$ cat src/rtl/mainmem_pkg.sv
// Shared types and default widths for the main-memory controller.
package mainmem_pkg;

    typedef enum logic [1:0] {
        MM_IDLE,
        MM_WRBUSY,
        MM_WAIT,
        MM_DONE
    } mm_state_t;

    localparam int DEF_DATA_W = 16;
    localparam int DEF_ADDR_W = 16;

endpackage

$ cat src/rtl/mm_lat_counter.sv
// Down-counter that times the RAM read latency; loads RAM_LAT-1 and
// counts toward zero while enabled.
module mm_lat_counter #(
    parameter int RAM_LAT = 2
) (
    input  logic clk,
    input  logic reset,
    input  logic load,
    input  logic en,
    output logic zero
);

    localparam int CNT_W = $clog2(RAM_LAT) + 1;

    logic [CNT_W-1:0] count_reg;

    always_ff @(posedge clk or posedge reset) begin
        if (reset) begin
            count_reg <= '0;
        end else if (load) begin
            count_reg <= CNT_W'(RAM_LAT - 1);
        end else if (en && (count_reg != '0)) begin
            count_reg <= count_reg - 1'b1;
        end
    end

    assign zero = (count_reg == '0);

endmodule

$ cat src/rtl/mainmem_ctrl.sv
// Memory-stage responder: posts writes immediately and stalls the pipeline
// while a read waits out the fixed RAM latency.
module mainmem_ctrl
    import mainmem_pkg::*;
#(
    parameter int DATA_W  = DEF_DATA_W,
    parameter int ADDR_W  = DEF_ADDR_W,
    parameter int RAM_AW  = 16,
    parameter int RAM_LAT = 2
) (
    input  logic              clk,
    input  logic              reset,
    input  logic              mem_read,
    input  logic              mem_write,
    input  logic [ADDR_W-1:0] main_mem_read_adr,
    input  logic [ADDR_W-1:0] main_mem_write_adr,
    input  logic [DATA_W-1:0] main_mem_write_dat,
    output logic [DATA_W-1:0] main_mem_read_dat,
    output logic              main_mem_waiting,
    output logic [RAM_AW-1:0] ram_adr,
    output logic              ram_we,
    output logic [DATA_W-1:0] ram_wdat,
    input  logic [DATA_W-1:0] ram_rdat
);

    mm_state_t         state_reg;
    logic [RAM_AW-1:0] adr_q_reg;
    logic [DATA_W-1:0] read_dat_reg;
    logic              cnt_load;
    logic              cnt_en;
    logic              cnt_zero;

    mm_lat_counter #(
        .RAM_LAT (RAM_LAT)
    ) u_lat_counter (
        .clk   (clk),
        .reset (reset),
        .load  (cnt_load),
        .en    (cnt_en),
        .zero  (cnt_zero)
    );

    always_comb begin
        ram_we           = 1'b0;
        ram_adr          = main_mem_read_adr[RAM_AW-1:0];
        ram_wdat         = main_mem_write_dat;
        main_mem_waiting = 1'b0;
        cnt_load         = 1'b0;
        cnt_en           = 1'b0;
        case (state_reg)
            MM_IDLE: begin
                // A simultaneous write goes to the RAM first; the read follows from adr_q.
                if (mem_write) begin
                    ram_we           = 1'b1;
                    ram_adr          = main_mem_write_adr[RAM_AW-1:0];
                    main_mem_waiting = mem_read;
                end else if (mem_read) begin
                    main_mem_waiting = 1'b1;
                    cnt_load         = 1'b1;
                end
            end
            MM_WRBUSY: begin
                ram_adr          = adr_q_reg;
                main_mem_waiting = 1'b1;
                cnt_load         = 1'b1;
            end
            MM_WAIT: begin
                ram_adr          = adr_q_reg;
                main_mem_waiting = 1'b1;
                cnt_en           = 1'b1;
            end
            default: begin
            end
        endcase
        if (reset) begin
            ram_we           = 1'b0;
            main_mem_waiting = 1'b0;
        end
    end

    always_ff @(posedge clk or posedge reset) begin
        if (reset) begin
            state_reg    <= MM_IDLE;
            adr_q_reg    <= '0;
            read_dat_reg <= '0;
        end else begin
            case (state_reg)
                MM_IDLE: begin
                    if (mem_read) begin
                        adr_q_reg <= main_mem_read_adr[RAM_AW-1:0];
                        state_reg <= mem_write ? MM_WRBUSY : MM_WAIT;
                    end
                end
                MM_WRBUSY: state_reg <= MM_WAIT;
                MM_WAIT: begin
                    if (cnt_zero) begin
                        read_dat_reg <= ram_rdat;
                        state_reg    <= MM_DONE;
                    end
                end
                // Inputs still show the finished request here, so they are ignored.
                MM_DONE: state_reg <= MM_IDLE;
                default: state_reg <= MM_IDLE;
            endcase
        end
    end

    assign main_mem_read_dat = read_dat_reg;

endmodule

$ cat config.mk
export PLATFORM = sky130hd
export DESIGN_NAME = mainmem_ctrl
export DESIGN_NICKNAME = d
export VERILOG_FILES = /design/src/rtl/mainmem_pkg.sv /design/src/rtl/mm_lat_counter.sv /design/src/rtl/mainmem_ctrl.sv
export SDC_FILE = /design/constraint.sdc
export NUM_CORES = 1
export LEC_CHECK = 0
export ABC_AREA = 1
export ABC_CLOCK_PERIOD_IN_PS = 2000
export BUFFER_PORTS_ARGS = -buffer_cell sky130_fd_sc_hd__buf_4
export CAP_MARGIN = 5
export CELL_PAD_IN_SITES_DETAIL_PLACEMENT = 2
export CELL_PAD_IN_SITES_GLOBAL_PLACEMENT = 2
export CORE_MARGIN = 2
export CORE_UTILIZATION = 25
export DETAILED_ROUTE_END_ITERATION = 16
export PLACE_DENSITY = 0.87
export SYNTH_ARGS = -nofsm -noshare
export SYNTH_HDL_FRONTEND = slang
export SYNTH_SLANG_ARGS = --single-unit
$ cat constraint.sdc
create_clock -name clk -period 2 [get_ports clk]
set_input_delay 0.2 -clock clk [delete_from_list [all_inputs] [get_ports clk]]
set_output_delay 0.2 -clock clk [all_outputs]
set_load 0.1 [all_outputs]
==> reports/results.tsv <==
metric	value	unit
status	completed	
FF/Latch Area	902.1	sq um
Synth Warn #	0	
CP Capture Type	output pin	
final instance area	3388	sq um
via density per instance	4.703	
WP data required	1.80	ns
crit path from	state_reg[0]	
Post-Route WL	8.003	mm
Detail Route Antenna Nets	0	
terminus of the critical flop-to-flop path	state_reg[1]	
Peak Freq	509.5	MHz
sequential fraction of the synthesis area	39.52	%
# IOs	118	
Slew Viols, Final	0	
final-layout fill cell count	1034	
clock slew at reported path FFs	0.07	ns
CTS Sinks	36	
largest net degree at the start of global routing	37	
die area	9898	sq um
Pre-Repair DR Iteration Count	4	
vias in the first global route	2687	
GPL Wtd Cong	0.7158	
FP Rows	34	
H-tree levels	2	
Area growth syn-to-layout	48.63	%
total grt overflow	0	
FF+latch count, synth	36	
Final Skew	0.005372	ns
cts hold-fix bufs	0	
setup TNS	0	ns
CTS root buffer	clkbuf_8	
area occupied by multi-input gates	1191	sq um
Avg Inst Size Synth	7.080	sq um
drc violations	0	
die span in x	99.49	um
critical setup path kind	reg2out	
nets@finish	466	
Reg2Reg Setup Slack	0.53	ns
height of the die	99.49	um
synthesized instance count	322	
# port buffers	85	
measured slew at the worst slew-check pin	0.4874	ns
Starting Density	26.01	%
Max Cap Viol	0	
endpoints failing setup	0	
initial antenna violation count	0	
ratio of cells with drive above 1 in the final layout	36.90	%
routed len/inst	15.97	um
Period Utilization, post-route	98.13	%
ANT cells	0	
Slew headroom	67.51	%
crit path launch type	flip-flop	
DP Area	3050	sq um
clock latency on the worst-skew pair	0.29	ns
HP Class	in2async	
RSZ-0062 raised after global routing	true	
hpwl dp	5.655	mm
clk buf depth	2	
cells on worst reg2reg path	7	
TritonCTS buffer count	5	
GR Util All Layers	16.35	%
initial DRC count	45	
CTS tree	built	
Final Hold Viols	0	
Worst EP arrival	1.76	ns
vias	2356	
first-pass GRT wire length	12.99	mm
Post-Syn Area	2280	sq um
Period minus WS final	1.963	ns
Syn Nets	396	
post-synthesis cell type count	22	
highest fanout seen on the critical path	7	
RR Startpoint	state_reg[0]	
core area	8763	sq um
worst max-delay path by stage:
stage / endpoint
floorplan: ram_adr[13]
global route: ram_adr[13]
global placement: ram_adr[4]
detailed placement: ram_adr[5]
CTS: ram_adr[8]
finish: ram_adr[13]
Yosys cell counts (all sizes together):
library cell | number | area (sq um)
a21oi | 33 | 172.7
and2 | 1 | 6.260
buf | 33 | 232.7
clkbuf | 1 | 5.000
dfrtp | 36 | 900.9
ha | 6 | 75.07
inv | 46 | 175.2
nand2 | 94 | 362.8
nand3 | 34 | 175.2
nand4 | 1 | 6.260
nor2 | 17 | 63.81
o21ai | 20 | 103.9
critical path, cell delays in order (launching register included):
cell	delay, ns
dfrtp_1	0.42
inv_2	0.08
ha_4	0.32
buf_8	0.15
a21oi_1	0.10
a21oi_2	0.18
buf_8	0.22
metal layers:
metal	routed length, um	part of all wire (%)	GRT usage (%)	up-vias
met5	0	0	0	-
met4	64	0.80	3.477	0
met3	366	4.6	2.600	9
met2	4313	54	30.77	60
met1	3258	41	19.53	1161
li1	-	-	-	1126
metrics by stage:
step / hold slack (ns) / std cells / setup slack [ns] / util, %
2_1_floorplan: 0.3327 / 322 / -0.1625 / -
3_3_place_gp: 0.4007 / 490 / 0.2181 / 34.81
3_5_place_dp: 0.4007 / 490 / 0.1143 / 34.81
4_1_cts: 0.1310 / 500 / -0.02533 / 37.76
5_1_grt: 0.1500 / 501 / -0.03843 / 38.66
6_report: 0.1306 / 501 / 0.03733 / 38.66
placed cells by master, fill, tap and decap left out, types with 2 or more instances in the layout:
| cell type | instances |
|---|---|
| nor2_1 | 16 |
| buf_6 | 3 |
| o21ai_1 | 2 |
| buf_8 | 8 |
| buf_12 | 6 |
| ha_1 | 4 |
| nand2_1 | 92 |
| dfrtp_1 | 35 |
| a21oi_2 | 11 |
| inv_1 | 40 |
| buf_4 | 80 |
| a21oi_1 | 7 |
| inv_2 | 4 |
| inv_4 | 2 |
| nand3_1 | 32 |
| o21ai_0 | 17 |
| clkbuf_8 | 5 |
| nand3_2 | 2 |
| a21oi_4 | 15 |
layout make-up:
cell class                      instances  area share [%]
Multi-Input combinational cell        206           35.16
Sequential cell                        36           26.62
Timing Repair Buffer                   97           25.81
Inverter                               46           5.244
Tap cell                              108           3.988
Clock buffer                            6           2.142
Clock inverter                          2           1.034
logic make-up (layout without fill, tap and decap cells):
kind of cell / after synthesis / after routing / share of synthesized area (%)
compound gates: 53 / 53 / 12.13
fa+ha+maj: 6 / 6 / 3.293
buf+inv: 80 / 151 / 18.11
flops: 36 / 36 / 39.52
simple gates: 147 / 147 / 26.95
timing repair:
item | 4_1_cts | 5_1_grt
resized for setup | 36 | 20
setup buffers | 2 | 1
hold endpoints to repair | 0 | 0
pin swaps | 0 | 3
setup endpoints to repair | 17 | 17
Power is not shown: default switching activity piles up to over one toggle a cycle in this logic, so the estimate is an artifact.
